[src/rtl/crypto_engine_pkg.sv]
// Shared types and helpers for the iterative block-cipher engine.
// This file holds the FSM state enum, the width-parametrised byte rotates and the round-counter width.
package crypto_engine_pkg;

  typedef enum logic [1:0] {
    IDLE,
    ROUND,
    DONE
  } state_t;

  function automatic int ctr_width(input int rounds);
    return (rounds > 1) ? $clog2(rounds) : 1;
  endfunction

  // A parametrised class gives width-generic byte rotates without a fixed maximum width.
  virtual class byte_rot #(parameter int W = 32);
    static function logic [W-1:0] rotl8(input logic [W-1:0] x);
      return {x[W-9:0], x[W-1:W-8]};
    endfunction

    static function logic [W-1:0] rotr8(input logic [W-1:0] x);
      return {x[7:0], x[W-1:8]};
    endfunction
  endclass

endpackage

[src/rtl/crypto_round_fn.sv]
// Combinational single cipher round.
// Encrypt computes rotl8(s ^ k). Decrypt computes rotr8(s) ^ k, which undoes one encrypt round.
module crypto_round_fn
  import crypto_engine_pkg::*;
#(
  parameter int W = 128
) (
  input  logic [W-1:0] i_state,
  input  logic [W-1:0] i_key,
  input  logic         i_decrypt,
  output logic [W-1:0] o_next
);

  always_comb begin
    o_next = '0;
    if (i_decrypt) o_next = byte_rot#(W)::rotr8(i_state) ^ i_key;
    else           o_next = byte_rot#(W)::rotl8(i_state ^ i_key);
  end

endmodule

[src/rtl/crypto_round_engine.sv]
// Iterative block-cipher engine with valid/ready streaming, runtime encrypt/decrypt selection,
// optional IV chaining and output back-pressure. It processes one block at a time: IDLE -> ROUND x R -> DONE.
module crypto_round_engine
  import crypto_engine_pkg::*;
#(
  parameter int                       BLOCK_BYTES = 16,
  parameter int                       ROUND_COUNT = 8,
  parameter logic [8*BLOCK_BYTES-1:0] IV_SEED     = {BLOCK_BYTES{8'hA5}}
) (
  input  logic                       clk,
  input  logic                       rst,
  input  logic                       in_valid,
  output logic                       in_ready,
  input  logic [8*BLOCK_BYTES-1:0]   in_data,
  input  logic [8*BLOCK_BYTES-1:0]   in_key,
  input  logic                       in_decrypt,
  input  logic                       in_chain,
  output logic                       out_valid,
  input  logic                       out_ready,
  output logic [8*BLOCK_BYTES-1:0]   out_data,
  output logic                       out_decrypt,
  output logic                       busy
);

  localparam int            W         = 8 * BLOCK_BYTES;
  localparam int            CW        = ctr_width(ROUND_COUNT);
  localparam logic [CW-1:0] LAST      = CW'(ROUND_COUNT - 1);
  localparam int            DEC_STEPS = (ROUND_COUNT - 1) % BLOCK_BYTES;

  state_t        r_state;
  logic [W-1:0]  r_data;
  logic [W-1:0]  r_key;
  logic [CW-1:0] r_cnt;
  logic          r_dec;
  logic          r_chn;
  logic [W-1:0]  r_cin;
  logic [W-1:0]  r_chain;
  logic          r_outValid;
  logic [W-1:0]  r_outData;
  logic          r_outDec;

  logic [W-1:0]  w_next;
  logic [W-1:0]  w_keyLast;
  logic [W-1:0]  w_result;
  logic          w_lastRound;
  logic          w_outFree;

  crypto_round_fn #(.W(W)) u_round (
    .i_state   (r_data),
    .i_key     (r_key),
    .i_decrypt (r_dec),
    .o_next    (w_next)
  );

  // Decryption starts from the last round key k_{R-1} = rotr(K, 8*(R-1) mod W).
  always_comb begin
    w_keyLast = in_key;
    for (int i = 0; i < DEC_STEPS; i++) w_keyLast = byte_rot#(W)::rotr8(w_keyLast);
  end

  assign w_result    = r_dec ? (r_data ^ (r_chn ? r_chain : '0)) : r_data;
  assign w_lastRound = r_dec ? (r_cnt == '0) : (r_cnt == LAST);
  assign w_outFree   = !r_outValid || out_ready;

  // Round keys are stepped by a single byte rotation per round rather than recomputed from K.
  always_ff @(posedge clk or posedge rst) begin
    if (rst) begin
      r_state    <= IDLE;
      r_data     <= '0;
      r_key      <= '0;
      r_cnt      <= '0;
      r_dec      <= 1'b0;
      r_chn      <= 1'b0;
      r_cin      <= '0;
      r_chain    <= IV_SEED;
      r_outValid <= 1'b0;
      r_outData  <= '0;
      r_outDec   <= 1'b0;
    end else begin
      if (r_outValid && out_ready) r_outValid <= 1'b0;
      case (r_state)
        IDLE: begin
          if (in_valid) begin
            r_data  <= in_decrypt ? in_data : (in_data ^ (in_chain ? r_chain : '0));
            r_key   <= in_decrypt ? w_keyLast : in_key;
            r_cnt   <= in_decrypt ? LAST : '0;
            r_dec   <= in_decrypt;
            r_chn   <= in_chain;
            r_cin   <= in_data;
            r_state <= ROUND;
          end
        end
        ROUND: begin
          r_data <= w_next;
          r_key  <= r_dec ? byte_rot#(W)::rotl8(r_key) : byte_rot#(W)::rotr8(r_key);
          if (w_lastRound) r_state <= DONE;
          else             r_cnt   <= r_dec ? (r_cnt - 1'b1) : (r_cnt + 1'b1);
        end
        DONE: begin
          // A pop in the same cycle frees the slot, so the new result overwrites and out_valid stays high.
          if (w_outFree) begin
            r_outData  <= w_result;
            r_outValid <= 1'b1;
            r_outDec   <= r_dec;
            if (r_chn) r_chain <= r_dec ? r_cin : r_data;
            r_state    <= IDLE;
          end
        end
        default: r_state <= IDLE;
      endcase
    end
  end

  assign in_ready    = (r_state == IDLE);
  assign busy        = (r_state != IDLE);
  assign out_valid   = r_outValid;
  assign out_data    = r_outData;
  assign out_decrypt = r_outDec;

endmodule

[config.mk]
export PLATFORM = sky130hd
export DESIGN_NAME = crypto_round_engine
export DESIGN_NICKNAME = d
export VERILOG_FILES = /design/src/rtl/crypto_engine_pkg.sv /design/src/rtl/crypto_round_fn.sv /design/src/rtl/crypto_round_engine.sv
export SDC_FILE = /design/constraint.sdc
export NUM_CORES = 2
export LEC_CHECK = 0
export BUFFER_PORTS_ARGS = -buffer_cell sky130_fd_sc_hd__clkbuf_2
export CORE_MARGIN = 2
export CORE_UTILIZATION = 55
export CTS_BUF_LIST = sky130_fd_sc_hd__clkbuf_8
export DETAILED_ROUTE_END_ITERATION = 10
export PLACE_DENSITY = 0.75
export SLEW_MARGIN = 25
export SYNTH_ARGS = -nofsm -noshare
export SYNTH_HDL_FRONTEND = slang
export SYNTH_SLANG_ARGS = --single-unit
[constraint.sdc]
create_clock -name clk -period 46.3 [get_ports clk]
set_input_delay 9.26 -clock clk [delete_from_list [all_inputs] [get_ports clk]]
set_output_delay 9.26 -clock clk [all_outputs]
set_load 0.02 [all_outputs]
# Word level (Yosys, flattened, before mapping)
# Cells that the tools add are included.
word_totals:
  reg_bits: 649
  romBits: 0
  out_inout_bits: 132
  mem_bits_rw: 0
  mem_count: 0
  elab_cells: 62
  latch_bits: 0
  in_bits: 262
classes:
  shifts: 0
  bitwise: 4
  n_mux: 25
  mul: 0
  reduce_logical: 13
  n_eq_ne: 7
  n_div: 0
  order_cmp: 0
  add_sub_neg: 2
op_table:
  columns: ["cell", "n"]
  rows:
  - ["128-bit 2-to-1 mux", 10]
  - ["128-bit case mux with 2 select lines", 2]
  - ["128-bit XOR", 4]
  - ["3-bit 2-to-1 mux", 4]
  - ["3-bit AND reduction", 3]
  - ["2-bit != test, second input constant", 4]
  - ["2-bit 2-to-1 mux", 3]
  - ["2-bit case mux with 3 select lines", 1]
  - ["3-bit case mux with 2 select lines", 1]
  - ["2-bit AND reduction", 3]
  - ["1-bit 2-to-1 mux", 4]
  - ["2-bit nonzero test", 2]
  - ["3-bit by 1-bit adder with 3-bit output, second input constant", 1]
  - ["3-bit == test, second input constant", 1]
  - ["3-bit zero test", 1]
  - ["3-bit by 1-bit subtractor with 3-bit output, second input constant", 1]
  - ["2-bit by 1-bit == test with 1-bit output, second input constant", 1]
  - ["2-bit == test, second input constant", 1]
  - ["2-bit zero test", 1]
  - ["1-bit logical AND", 1]
  - ["1-bit zero test", 1]
  - ["1-bit logical OR", 1]

# Longest topological paths before layout
depth:
  depth_word: 5
  mapped_depth: 9
  ltp_nobuf: 6

# By module
# From an unflattened synthesis, not the netlist that was laid out.
hier_totals:
  cells_unflattened: 3646
  hier_area_um2: 39171.3
by_module_without_submodules:
  columns: ["mod", "instances", "area_per_inst_um2", "seq_area_each_um2", "cells_each"]
  rows:
  - ["crypto_round_engine", 1, 35376.4, 16320.7, 3248]
  - ["crypto_round_fn", 1, 3794.9, 0.0, 398]

# Worst setup path before layout
# Ideal clock, no wire load.
synth_timing:
  path_kind: "input -> register"
  start: "in in_decrypt"
  end: "reg r_key[94]"
  arrival_time_ps: 10333
  n_path_buf: 3
  stages: 6
  path_slack_ps: 35833
  required_ps: 46166
  setup_ps: 134
  path_cell_list: "clkbuf_1 buf_2 buf_2 mux2_2 a21oi_1 o21ai_0"
synth_between:
  elab_chain_len: 3
synth_rtl:
  columns: ["item", "line_no", "rtl"]
  rows:
  - ["start: declaration", "crypto_round_engine.sv:16", "input logic in_decrypt,"]
  - ["128-bit 2-to-1 mux", "crypto_round_engine.sv:85", "r_key <= in_decrypt ? w_keyLast : in_key;"]
  - ["128-bit 2-to-1 mux", "crypto_round_engine.sv:83", "if (in_valid) begin"]
  - ["128-bit case mux with 2 select lines", "crypto_round_engine.sv:81", "case (r_state)"]
  - ["end signal: assignment", "crypto_round_engine.sv:85", null]
  - ["end signal: assignment", "crypto_round_engine.sv:95", "r_key <= r_dec ? byte_rot#(W)::rotl8(r_key) : byte_rot#(W)::rotr8(r_key);"]
  - ["end: declaration", "crypto_round_engine.sv:32", "logic [W-1:0] r_key;"]
# No other way between the ends. The select of a mux whose other input is x is not followed.
# A chain may end at the register's enable or synchronous reset.

# Worst setup path in the final report
layout_timing:
  start: "reg r_state[0]"
  end: "out in_ready"
layout_between:
  elab_chain_len: 1
layout_rtl:
  columns: ["item", "line_no", "rtl"]
  rows:
  - ["start: declaration", "crypto_round_engine.sv:30", "state_t r_state;"]
  - ["start signal: assignment", "crypto_round_engine.sv:68", "r_state <= IDLE;"]
  - ["start signal: assignment", "crypto_round_engine.sv:90", "r_state <= ROUND;"]
  - ["start signal: assignment", "crypto_round_engine.sv:96", "if (w_lastRound) r_state <= DONE;"]
  - ["2-bit zero test", "crypto_round_engine.sv:114", "assign in_ready = (r_state == IDLE);"]
  - ["end: declaration", "crypto_round_engine.sv:13", "output logic in_ready,"]
# No other way between the ends.

==> impl_metrics.prom <==
# TYPE chip_impl_metric gauge
chip_impl_info{name="status",value="complete, no violations"} 1
chip_impl_metric{name="first_iteration_detailed_routing_drc_count",unit=""} 3459
chip_impl_metric{name="synth_enable_flop_cells",unit=""} 0
chip_impl_metric{name="fp.dieArea",unit="um^2"} 69300
chip_impl_metric{name="cts_hold_repair.buffers",unit=""} 0
chip_impl_metric{name="area_growth_from_synthesis_to_final_layout",unit="%"} 10.6
chip_impl_metric{name="floorplan.die.width",unit="um"} 263
chip_impl_metric{name="via_count",unit=""} 30800
chip_impl_metric{name="synth.cell_area",unit="um^2"} 36900
chip_impl_metric{name="fin_worst_skew",unit="ps"} 52.9
chip_impl_metric{name="async_flop_share",unit=""} 1.00
chip_impl_metric{name="final_nets",unit=""} 4567
chip_impl_metric{name="synth.lib_cells_used.distinct",unit=""} 33
chip_impl_metric{name="numCtsBuffers",unit=""} 112
chip_impl_metric{name="core_area",unit="um^2"} 66800
chip_impl_metric{name="worstMarginPinSlew",unit="ps"} 1060
chip_impl_metric{name="yosys-mux-area-fraction",unit=""} 0.108
chip_impl_metric{name="final.period_utilization",unit=""} 0.241
chip_impl_metric{name="worstSkewPairLatency",unit="ps"} 750
chip_impl_metric{name="numClockSinks",unit=""} 649
chip_impl_metric{name="synth_nets",unit=""} 4455
chip_impl_metric{name="setup_total_negative_slack",unit="ps"} 0
chip_impl_metric{name="dpl-instance-area",unit="um^2"} 38400
chip_impl_metric{name="timing.critical_path.required",unit="ps"} 37040
chip_impl_metric{name="avgViaCountPerCell",unit=""} 5.82
chip_impl_metric{name="powerDensity",unit="nW/um^2"} 75.2
chip_impl_metric{name="mean_cell_area_of_the_mapped_netlist",unit="um^2"} 8.81
chip_impl_info{name="dominantRegCellSynth",value="dfrtp_1"} 1
chip_impl_metric{name="remaining_drc_errors",unit=""} 0
chip_impl_metric{name="grt_pass1_vias",unit=""} 29100
chip_impl_metric{name="synthXorXnorAreaFrac",unit=""} 0.122
chip_impl_metric{name="ant_nets",unit=""} 0
chip_impl_metric{name="synth_compound_area_frac",unit=""} 0.127
chip_impl_metric{name="maxSlewHeadroom",unit=""} 0.296
chip_impl_metric{name="clock.fmax",unit="MHz"} 89.7
chip_impl_info{name="clock_tree_from_tritoncts",value="done"} 1
chip_impl_metric{name="placementRows",unit=""} 95
chip_impl_metric{name="power_report.internal_total",unit="mW"} 1.66
chip_impl_metric{name="totalWireLength",unit="um"} 120000
chip_impl_metric{name="floorplan.initialDensity",unit=""} 0.553
chip_impl_metric{name="die_ht",unit="um"} 263
chip_impl_info{name="post-synth-top-area-cell",value="dfrtp_1"} 1
chip_impl_metric{name="reg2reg_slack",unit="ps"} 42670
chip_impl_info{name="worst_hold_path_type",value="register to register"} 1
chip_impl_metric{name="synthSimpleGateAreaFrac",unit=""} 0.147
chip_impl_metric{name="hold_violation_total_from_the_final_report",unit=""} 0
chip_impl_metric{name="p_clk_frac",unit=""} 0.174
chip_impl_metric{name="routed_wire_length_per_instance",unit="um"} 22.7
chip_impl_metric{name="static-leakage-power",unit="nW"} 17.8
chip_impl_metric{name="post-layout-total-power",unit="mW"} 3.07
chip_impl_metric{name="ys_ff_latch",unit=""} 649
chip_impl_metric{name="grt_ovf",unit=""} 0
chip_impl_metric{name="power.net_switching",unit="mW"} 1.41
chip_impl_metric{name="worstPathMaxFanout",unit=""} 9
chip_impl_metric{name="grt_use_total",unit=""} 0.342
chip_impl_metric{name="yosys_warnings",unit=""} 0
chip_impl_metric{name="synth.yosys.seq_area_share",unit=""} 0.442
chip_impl_info{name="setup.worst_path.class",value="register to output pin"} 1
chip_impl_metric{name="drive_above_1_share",unit=""} 0.180
chip_impl_metric{name="comb_power_share",unit=""} 0.439
chip_impl_metric{name="worstPathArrival",unit="ps"} 1880
chip_impl_metric{name="max_cap_viol_count",unit=""} 0
chip_impl_info{name="ys_top_cells_by_area",value="dfrtp_1 (40%), nand2_1 (11%), xnor2_1 (9.1%), mux2i_1 (6.9%), o21ai_0 (5.9%)"} 1
chip_impl_metric{name="worst-r2r-cell-count",unit=""} 6
chip_impl_metric{name="globalplace.congestion",unit=""} 0.946
chip_impl_metric{name="grt_max_degree",unit=""} 273
chip_impl_info{name="crit_start",value="r_state[0]$_DFFE_PP0P_"} 1
chip_impl_info{name="critPathLaunchType",value="register"} 1
chip_impl_metric{name="post_synth_fa_ha_maj_area_fraction",unit=""} 0.000542
chip_impl_metric{name="detail_route.first_pass.iterations",unit=""} 6
chip_impl_metric{name="netlist.area_leader.share",unit=""} 0.396
chip_impl_info{name="timing.rr.end",value="out_data[101]$_DFFE_PP0P_"} 1
chip_impl_metric{name="seqPwrFrac",unit=""} 0.387
chip_impl_info{name="combinational_family_with_the_most_area_after_synthesis",value="simple AND/OR/NAND/NOR gates"} 1
chip_impl_metric{name="timing_max_transition_violations_final",unit=""} 0
chip_impl_metric{name="ioPinCount",unit=""} 394
chip_impl_metric{name="clock_tree.htree_level_count",unit=""} 3
chip_impl_metric{name="path_clk_slew",unit="ps"} 60
chip_impl_metric{name="grt_antenna_before_repair",unit=""} 29
chip_impl_metric{name="synthesis.instances",unit=""} 4192
chip_impl_metric{name="grt_first_pass_wirelength",unit="um"} 181000
chip_impl_metric{name="power_switching_share",unit=""} 0.459
chip_impl_metric{name="worst_vdd_rail_ir_drop",unit="uV"} 86.1
chip_impl_info{name="endpoint",value="in_ready"} 1
chip_impl_metric{name="total_non_filler_cell_area_in_the_finished_layout",unit="um^2"} 40900
chip_impl_metric{name="fillers",unit=""} 5800
chip_impl_metric{name="setup_viol_count_final",unit=""} 0
chip_impl_metric{name="cts.repair.resized",unit=""} 0
chip_impl_info{name="clock-root-buffer",value="clkbuf_8"} 1
chip_impl_metric{name="hpwl",unit="um"} 81300
chip_impl_info{name="rsz0062_at_grt",value="no"} 1
chip_impl_metric{name="postCtsSetupRepairBufs",unit=""} 0
chip_impl_metric{name="buffer_ports.inserted",unit=""} 393
chip_impl_metric{name="clk_path_buf_depth",unit=""} 3
chip_impl_info{name="setup.worst_path.end_class",value="output pin"} 1
chip_impl_metric{name="finalWorstPathRequiredPeriod",unit="ps"} 11140
chip_impl_info{name="r2r-start",value="r_dec$_DFFE_PP0P_"} 1
power groups by stage:
stage / clock network (mW) / logic [mW] / registers (mW)
detailed placement: 0 / 1.33 / 1.18
CTS: 0.541 / 1.33 / 1.17
global placement: 0 / 1.29 / 1.17
floorplan: 0 / 1.11 / 1.01
finish: 0.535 / 1.35 / 1.19
global route: 0.566 / 1.49 / 1.21
through the flow:
stage / util / setup slack (ps) / cells / hold WS [ps]
final: 0.612 / 35160 / 5296 / 476
after global routing: 0.612 / 34840 / 5292 / 495
after CTS: 0.610 / 35110 / 5271 / 477
after detailed placement: 0.575 / 34420 / 5061 / 462
after global placement: 0.575 / 34410 / 5060 / 457
after floorplan: - / 18960 / 4192 / 445
cells in the final DEF, fill, tap and decap left out, drive strengths merged:
cell,synthesis,layout
nand2b,4,4
mux2,128,128
diode,0,23
and4b,1,1
dfrtp,585,585
buf,204,33
nor4b,1,1
dfstp,64,64
nor2b,1,1
or2,1,1
o21ai,514,514
nand3b,129,129
mux2i,256,256
a32oi,1,1
o221ai,1,1
nand3,3,3
o21bai,1,1
or3,1,1
a21o,1,1
and2,2,2
clkinv,0,15
fa,1,1
xor2,129,129
bufinv,0,1
clkbuf,223,539
nand2,1035,1035
or3b,1,1
nor2,130,130
a21oi,257,257
xnor2,384,384
o22ai,129,129
inv,5,52
layout make-up:
cell class / instances / area, um^2 / share of cell area
clock buffers: 147 / 2020 / 0.0495
repair buffers: 425 / 2340 / 0.0572
well taps: 873 / 1090 / 0.0267
diodes: 23 / 57.6 / 0.00141
clock inverters: 63 / 294 / 0.00719
multi-input cells: 3111 / 18700 / 0.458
inverters: 5 / 26.3 / 0.000643
flip-flops and latches: 649 / 16300 / 0.399
synth_stat cells (2+ instances only):
library cell	count
buf_4	21
buf_1	64
nand2_1	1035
a21oi_1	257
xor2_1	129
buf_6	19
dfstp_2	64
buf_2	100
nand3_1	3
xnor2_1	384
nor2_1	130
dfrtp_1	585
mux2_2	128
inv_1	5
nand3b_1	129
clkbuf_1	223
o21ai_0	436
o22ai_1	129
nand2b_1	4
and2_1	2
o21ai_1	78
mux2i_1	256
critical path: stages, from the launching register on:
cell,delay [ps]
dfrtp_1,530
nor2_1,390
clkbuf_2,240
how the worst min path moves through the flow:
stage                                start                endpoint  slack [ps]  depth (start not counted)
finish               r_cin[47]$_DFFE_PP0P_   r_cin[47]$_DFFE_PP0P_         480                          2
global route         r_cin[23]$_DFFE_PP0P_   r_cin[23]$_DFFE_PP0P_         490                          2
CTS                  r_cin[16]$_DFFE_PP0P_   r_cin[16]$_DFFE_PP0P_         480                          2
detailed placement  r_cin[106]$_DFFE_PP0P_  r_cin[106]$_DFFE_PP0P_         460                          2
global placement      r_cin[3]$_DFFE_PP0P_    r_cin[3]$_DFFE_PP0P_         460                          2
floorplan             r_cin[0]$_DFFE_PP0P_    r_cin[0]$_DFFE_PP0P_         450                          2
sequential cells by signal, summed over array words and instances, names as in the netlist:
name         count
out_valid        1
r_data         128
r_cin          128
r_cnt            3
r_chn            1
r_state          2
r_key          128
r_chain        128
out_decrypt      1
r_dec            1
out_data       128
layer usage:
layer	share of wire	wire length, um	track usage
met5	0.00076	91	0
met4	0.033	3930	0.138
met3	0.11	13700	0.105
met2	0.45	54300	0.514
met1	0.40	48200	0.463
cells by family (layout without fill, tap and decap cells):
group           Yosys count  count (layout)
simple gates           1309            1309
compound gates          904             904
flops                   649             649
xor+xnor                513             513
buf+inv                 432             640
mux                     384             384
fa+ha+maj                 1               1
other cells               0              23
Power figures use the tool's default switching activity.
